File: src/rtl/sevenseg4_scan_pkg.sv
// Shared constants and small helpers for the 4-digit multiplexed seven-segment scanner.
// Segment patterns are {g,f,e,d,c,b,a}, active-low.
package sevenseg4_scan_pkg;

  localparam logic [6:0] SEG_0     = 7'h40;
  localparam logic [6:0] SEG_1     = 7'h79;
  localparam logic [6:0] SEG_2     = 7'h24;
  localparam logic [6:0] SEG_3     = 7'h30;
  localparam logic [6:0] SEG_4     = 7'h19;
  localparam logic [6:0] SEG_5     = 7'h12;
  localparam logic [6:0] SEG_6     = 7'h02;
  localparam logic [6:0] SEG_7     = 7'h78;
  localparam logic [6:0] SEG_8     = 7'h00;
  localparam logic [6:0] SEG_9     = 7'h10;
  localparam logic [6:0] SEG_BLANK = 7'h7F;

  localparam logic [3:0] AN_ALL_OFF       = 4'hF;
  localparam logic [3:0] SHADOW_DIGIT_RST = 4'hF;
  localparam logic [3:0] SHADOW_DP_RST    = 4'h0;

  typedef logic [1:0] digit_idx_t;

  function automatic logic is_bcd(input logic [3:0] v);
    return (v <= 4'd9);
  endfunction

  function automatic logic [3:0] anode_onecold(input digit_idx_t idx);
    return ~(4'b0001 << idx);
  endfunction

endpackage

File: src/rtl/sevenseg4_scan_bcd_to_7seg.sv
// Combinational BCD to active-low seven-segment decoder; non-BCD codes blank the digit.
module bcd_to_7seg
  import sevenseg4_scan_pkg::*;
(
  input  logic [3:0] bcd_i,
  output logic [6:0] seg_o
);

  // Pattern lookup
  always_comb begin
    seg_o = SEG_BLANK;
    case (bcd_i)
      4'd0:    seg_o = SEG_0;
      4'd1:    seg_o = SEG_1;
      4'd2:    seg_o = SEG_2;
      4'd3:    seg_o = SEG_3;
      4'd4:    seg_o = SEG_4;
      4'd5:    seg_o = SEG_5;
      4'd6:    seg_o = SEG_6;
      4'd7:    seg_o = SEG_7;
      4'd8:    seg_o = SEG_8;
      4'd9:    seg_o = SEG_9;
      default: seg_o = SEG_BLANK;
    endcase
  end

endmodule

File: src/rtl/sevenseg4_scan.sv
// Time-multiplexed driver for a 4-digit common-anode display with shadowed BCD inputs.
// Optional build macro: LEADING_ZERO_BLANK_EN (blank leading zeros on digits 3..1).
module sevenseg4_scan
  import sevenseg4_scan_pkg::*;
#(
  parameter int unsigned SCAN_DIV = 2000
) (
  input  logic       clk,
  input  logic       rst,
  input  logic [3:0] A,
  input  logic [3:0] B,
  input  logic [3:0] C,
  input  logic [3:0] D,
  input  logic       update,
  input  logic [3:0] dp_in,
  input  logic       blank,
  output logic [3:0] an,
  output logic [6:0] seg,
  output logic       dp
);

  localparam logic [15:0] TC_VAL = 16'(SCAN_DIV - 1);

  logic [15:0]      presc_q, presc_d;
  logic             tc_s;
  digit_idx_t       idx_q, idx_d;
  logic [3:0][3:0]  shadow_q, shadow_d;
  logic [3:0]       shadow_dp_q, shadow_dp_d;
  logic [3:0]       cur_digit_s;
  logic [6:0]       dec_seg_s;
  logic             lz_blank_s;
  logic             digit_blank_s;
  logic [3:0]       an_q, an_d;
  logic [6:0]       seg_q, seg_d;
  logic             dp_q, dp_d;

  assign tc_s        = (presc_q == TC_VAL);
  assign cur_digit_s = shadow_q[idx_q];

  bcd_to_7seg u_dec (
    .bcd_i (cur_digit_s),
    .seg_o (dec_seg_s)
  );

`ifdef LEADING_ZERO_BLANK_EN
  // A digit is a leading zero when it and every more significant digit are zero
  always_comb begin
    lz_blank_s = 1'b0;
    case (idx_q)
      2'd3:    lz_blank_s = (shadow_q[3] == 4'd0);
      2'd2:    lz_blank_s = (shadow_q[3] == 4'd0) && (shadow_q[2] == 4'd0);
      2'd1:    lz_blank_s = (shadow_q[3] == 4'd0) && (shadow_q[2] == 4'd0) &&
                            (shadow_q[1] == 4'd0);
      default: lz_blank_s = 1'b0;
    endcase
  end
`else
  assign lz_blank_s = 1'b0;
`endif

  assign digit_blank_s = !is_bcd(cur_digit_s) || lz_blank_s;

  // Next-state for prescaler, index and shadow registers
  always_comb begin
    presc_d     = presc_q + 16'd1;
    idx_d       = idx_q;
    shadow_d    = shadow_q;
    shadow_dp_d = shadow_dp_q;
    if (tc_s) begin
      presc_d = 16'd0;
      idx_d   = idx_q + 2'd1;
    end else begin
      presc_d = presc_q + 16'd1;
      idx_d   = idx_q;
    end
    if (update) begin
      shadow_d    = {D, C, B, A};
      shadow_dp_d = dp_in;
    end else begin
      shadow_d    = shadow_q;
      shadow_dp_d = shadow_dp_q;
    end
  end

  // Output values computed from the current index/shadow; registered one cycle later
  always_comb begin
    an_d  = AN_ALL_OFF;
    seg_d = SEG_BLANK;
    dp_d  = 1'b1;
    if (blank) begin
      an_d = AN_ALL_OFF;
    end else begin
      an_d = anode_onecold(idx_q);
    end
    if (digit_blank_s) begin
      seg_d = SEG_BLANK;
      dp_d  = 1'b1;
    end else begin
      seg_d = dec_seg_s;
      dp_d  = ~shadow_dp_q[idx_q];
    end
  end

  // State and output registers
  always_ff @(posedge clk or negedge rst) begin
    if (!rst) begin
      presc_q     <= 16'd0;
      idx_q       <= 2'd0;
      shadow_q    <= {4{SHADOW_DIGIT_RST}};
      shadow_dp_q <= SHADOW_DP_RST;
      an_q        <= AN_ALL_OFF;
      seg_q       <= SEG_BLANK;
      dp_q        <= 1'b1;
    end else begin
      presc_q     <= presc_d;
      idx_q       <= idx_d;
      shadow_q    <= shadow_d;
      shadow_dp_q <= shadow_dp_d;
      an_q        <= an_d;
      seg_q       <= seg_d;
      dp_q        <= dp_d;
    end
  end

  assign an  = an_q;
  assign seg = seg_q;
  assign dp  = dp_q;

endmodule

File: config.mk
export PLATFORM = sky130hd
export DESIGN_NAME = sevenseg4_scan
export DESIGN_NICKNAME = d
export VERILOG_FILES = /design/src/rtl/sevenseg4_scan_pkg.sv /design/src/rtl/sevenseg4_scan_bcd_to_7seg.sv /design/src/rtl/sevenseg4_scan.sv
export SDC_FILE = /design/constraint.sdc
export NUM_CORES = 1
export LEC_CHECK = 0
export BUFFER_PORTS_ARGS = -buffer_cell sky130_fd_sc_hd__buf_2
export CORE_MARGIN = 5
export CORE_UTILIZATION = 50
export DETAILED_ROUTE_END_ITERATION = 6
export PLACE_DENSITY_LB_ADDON = 0.15
export SLEW_MARGIN = 20
export SYNTH_ARGS = -nofsm -noshare
export SYNTH_HDL_FRONTEND = slang
export SYNTH_SLANG_ARGS = --single-unit
File: constraint.sdc
create_clock -name clk -period 1.86 [get_ports clk]
set_input_delay 0 -clock clk [delete_from_list [all_inputs] [get_ports clk]]
set_output_delay 0 -clock clk [all_outputs]
set_load 0.1 [all_outputs]
**After elaboration in Yosys (flattened, before gate mapping)**

Memory sizes are Yosys's and may differ from the RTL's.
Index checks and enable logic that the tools add are counted.

- Memory bits (read-only): 112
- Flip-flop bits (word level): 50
- Memories: 1
- Input bits: 24
- Logic and storage cells: 27
- Output and inout bits: 12

- $add $sub $neg: 2
- Bitwise gates (word level): 2
- Equal/unequal tests: 1
- Magnitude comparators: 2
- Shifts and indexed selects: 1
- Muxes and demuxes: 8

Memory list:

| memory | words | bits a word | rd ports | clocked after memory_dff | wr ports | RTL line | RTL |
|---|---|---|---|---|---|---|---|
| (no name shown) | 16 | 7 | 1 | 0 | 0 | sevenseg4_scan_bcd_to_7seg.sv:12 | `case (bcd_i)` |

Operators with widths:

| kind | number |
|---|---|
| $add 16x1->16 const B | 1 |
| $eq 16x11->1 const B | 1 |
| $mux 16 | 1 |
| $bmux 4 s2 | 1 |
| $mux 4 | 2 |
| $mux 7 | 1 |
| $le 4x4->1 const B | 1 |
| $not 4->4 | 1 |
| $shl 1x2->4 const A | 1 |
| $lt 2x3->1 const B | 1 |
| $add 2x1->2 const B | 1 |
| $bmux 1 s2 | 1 |
| $mux 1 | 2 |
| $not 1->1 | 1 |

**Depth between registers and ports, before layout**

- Depth in word-level cells: 4
- Gate-level depth with buffers: 7
- Depth with buffers taken out: 6

**By module**

A second synthesis with hierarchy kept.

- Cells, all modules: 183
- Area total of the unflattened synthesis: 2347.3 um^2

Modules (own cells, without submodules):

| module | instances | cells each | seq. area each (um^2) | area each (um^2) |
|---|---|---|---|---|
| sevenseg4_scan | 1 | 150 | 1286.2 | 2137.0 |
| bcd_to_7seg | 1 | 33 | 0.0 | 210.2 |

**Worst setup path before layout**

Ideal clock, no wire load.

- Kind: reg-to-reg
- Start: register idx_q[0]
- End: register seg_q[2] (netlist: seg[2])
- Library setup time: 0.093 ns
- Buffers on the path: 1
- Cell stages (with the launch flop): 8
- Arrival: 1.808 ns
- Path slack: -0.041 ns
- Required time: 1.767 ns
- Period minus slack after synthesis: 1.901 ns
- Cells stage by stage: dfrtp_1 > buf_6 > mux4_1 > inv_1 > ha_1 > nor2_1 > o31ai_4 > o31ai_1

- Cells in the longest elaborated chain, start to end: 4
- Elaborated cells between the ends (all ways): 5
- Those cells by class: order compare (1); mux (3); memory (1)

RTL lines:

| what | RTL line | RTL |
|---|---|---|
| start: declaration | sevenseg4_scan.sv:26 | `digit_idx_t idx_q, idx_d;` |
| start signal: assignment | sevenseg4_scan.sv:116 | `idx_q <= idx_d;` |
| $bmux 4 s2 * | sevenseg4_scan.sv:38 | `assign cur_digit_s = shadow_q[idx_q];` |
| $mux 4 (implied by the code) * | sevenseg4_scan.sv:38 |  |
| $mem_v2 16x7 or $le 4x4->1 (tied branches) | n/a |  |
| $mux 7 * | sevenseg4_scan.sv:95 | `if (digit_blank_s) begin` |
| via seg_d[2] | sevenseg4_scan.sv:34 | `logic [6:0] seg_q, seg_d;` |
| end signal: assignment | sevenseg4_scan.sv:120 | `seg_q <= seg_d;` |
| end: declaration | sevenseg4_scan.sv:34 |  |

The timed path passes the listed nets; every way through them passes the cells marked *. The select of a mux whose other input is x is not followed.
A chain may end at the register's enable or synchronous reset.

**Worst setup path after layout**

- Start: register idx_q[0]
- End: register seg_q[5] (netlist: seg[5])

The elaborated chain is that of the path after synthesis.

==> impl_metrics.toml <==
[worst_hold_path]
hold_class = "in -> reg"
whs_path_depth = 2
hp-start = "update"
holdPathEnd = "shadow_q[6]$_DFFE_PN1P_"

[synth]
async_flop_share = 1.00
synth.top_cell.area_share = 0.320
synth-seq-cells = 50
synth_area_um2 = 2300
synthesis.nets = 206
synth_edf_count = 0
synthCells = 172
netlist_top_cells_area = "dfstp_2, dfrtp_1, mux2_2"
ys_warn_count = 0
synth.largest_area_cell = "dfstp_2"
synth.most_common_cell = "dfstp_2"
ys_seq_area_frac = 0.559
syn_avg_cell_area_um2 = 13.4
synth_cell_types = 33
synth_flop_cell = "dfstp_2"
yosys-top-cells-count = "dfstp_2, dfrtp_1, mux2_2"

[floorplanning]
io_pins = 36
core_area_um2 = 4410
die_area_um2 = 6060
die_h_um = 77.8
die_w_um = 77.8
rows = 24
initial_core_util = 0.521

[detailed_routing]
drt_iter0_markers = 79
ant_nets = 0
drtPass1Iterations = 3
drc = 0
vias = 1490
wl_per_cell_um = 14.2
post_drt_via_cell_ratio = 5.10
routed_wirelength_um = 4140

[timing]
post-route-period-util = 0.956
tightest_slew_ns = 0.578
min_period_ns = 1.78
fin_skew_ns = 0.00551
setup_ws_ns = 0.0823
relSlewSlack = 0.615
setup-tns-final_ns = 0
setup_viol = 0
drv_slew = 0
hold_viol_final = 0
whs_ns = 0.256
fmax_mhz = 563
rsz0062_at_grt = "true"

[setup_path]
startpoint_type = "register"
r2r_end = "seg[5]$_DFF_PN1_"
cp.depth = 6
reg2reg_slack_ns = 0.08
worst-path-buf-inv = 1
required_ns = 2.07
path_class = "reg -> reg"
worstPathMaxFanout = 6
rr_startpoint = "idx_q[0]$_DFFE_PN0N_"
cp_top_family = "multiplexers"
cpPeakStageDelay_ns = 0.56
crit_chain = "mux4_2 > inv_4 > ha_4 > nor2_2 > o31ai_4 > o21ai_1"
ff2ff_path_depth = 6
setup.worst_path.end_class = "register"
crit_path_top_delay_cell = "mux4_2"
cp.arrival_ns = 1.99

[clock_network]
clkSlewWorstSetupHoldPaths_ns = 0.08
clk_latency_ns = 0.29
htree_levels = 2
cts-root-buf = "clkbuf_8"
numCtsBuffers = 5
numClockSinks = 50
cts_buffer_depth = 2
cts_tree = "built"

[global_route]
grt_use_met3 = 0.0336
met2_usage = 0.245
grt_start_max_net_pins = 51
busiest_layer = "met2"
met1_usage = 0.195
grt_pass1_wl_um = 7380
antenna_found_initial = 0
grt_pass1_vias = 1603
grt_overflow = 0
grt.total_usage = 0.150

[layout]
area_growth_pct = 25.8
nets = 273
seqCellArea_um2 = 1290
final_cell_count_no_fill = 292
fillers = 330
num_antenna_cells = 0
drive_gt1_frac = 0.458
multi_input_area_um2 = 970

[pwr]
ir_drop_mv = 0.463
total_power_mw = 2.35
power_density_nw_per_um2 = 813
leakagePower_nw = 1.26

[outcome]
status = "finished clean"

[placement]
post-place-cells = 261
place_congestion = 0.753
numPortBuffers = 35
dp_slack_ns = -0.00892
post-dp-hpwl_um = 2990

[flow_run]
cap_violations = 0
## cell type report
class	count	area share
clock buffers	8	0.0277
inverters	7	0.00994
multi-input cells	109	0.335
flip-flops and latches	50	0.445
well taps	52	0.0225
repair buffers	66	0.160
## cells by family after synthesis
group           Yosys count  synth area share
mux                      31             0.173
flops                    50             0.559
fa+ha+maj                10            0.0544
xor+xnor                 15            0.0571
buf+inv                  13            0.0299
simple gates             42            0.0919
compound gates           11            0.0343
## worst reg2reg max path, delay by kind of cell (launching register included)
| kind | cells | cell delay [ns] |
|---|---|---|
| AOI/OAI and AO/OA | 2 | 0.43 |
| buffers and inverters | 1 | 0.11 |
| and+or+nand+nor | 1 | 0.05 |
| adders and majority gates | 1 | 0.14 |
| DFF | 1 | 0.41 |
| muxes | 1 | 0.56 |
## worst max-delay path by stage
stage / slack [ns] / start / end
after global placement: 0.11 / idx_q[0]$_DFFE_PN0N_ / seg[2]$_DFF_PN1_
after CTS: 0.01 / idx_q[0]$_DFFE_PN0N_ / seg[5]$_DFF_PN1_
after floorplan: 0.02 / idx_q[0]$_DFFE_PN0N_ / seg[2]$_DFF_PN1_
after global routing: -0.05 / idx_q[0]$_DFFE_PN0N_ / seg[5]$_DFF_PN1_
after detailed placement: -0.009 / idx_q[0]$_DFFE_PN0N_ / seg[5]$_DFF_PN1_
final: 0.08 / idx_q[0]$_DFFE_PN0N_ / seg[5]$_DFF_PN1_
## power breakdown
group          internal (mW)  total (mW)  switching (mW)
Sequential              1.21        1.24          0.0290
Combinational          0.166       0.525           0.359
Clock                  0.268       0.591           0.323
Total                   1.64        2.35           0.711
## per-layer routing
metal  wire length [um]  up-vias
met5                  0        -
met4                 54        0
met3                187        8
met2               2040       29
met1               1860      728
li1                   -      725
## what timing repair did
item | in CTS | in global routing
endpoints found under the setup margin | 2 | 8
hold buffers | 22 | 0
setup buffers | 1 | 0
pin swaps | 1 | 0
hold endpoints to repair | 46 | 0
gates resized for setup | 0 | 1
## through the flow
| stage | cell area [um^2] | utilization |
|---|---|---|
| after floorplan | 2330 | - |
| after global routing | 2890 | 0.656 |
| final | 2890 | 0.656 |
| after detailed placement | 2580 | 0.586 |
| after global placement | 2580 | 0.586 |
| after CTS | 2890 | 0.655 |
## layout by cell type (no fill, tap or decap), types with 2 or more instances in the layout
cell type       n
mux2_2         22
clkbuf_1        3
nor3_1          4
o21ai_1         5
dfstp_2        28
and3_1          2
inv_1           5
and4_1          2
ha_4            2
xor2_1          9
mux4_2          3
buf_4           9
nand3_1         5
xnor2_1         6
nand4_1         3
and2_1          2
mux2i_1         4
dfrtp_1        21
buf_2          35
nand2b_1        4
dlygate4sd3_1  22
nor2_1         10
clkbuf_8        5
nand2_1         7
ha_1            8
## sequential cells by signal (all words and copies together) (netlist names)
signal	count
an	4
dp	1
idx_q	2
presc_q	16
seg	7
shadow_dp_q	4
shadow_q	16
No activity file was read; power rests on OpenSTA's default activity.
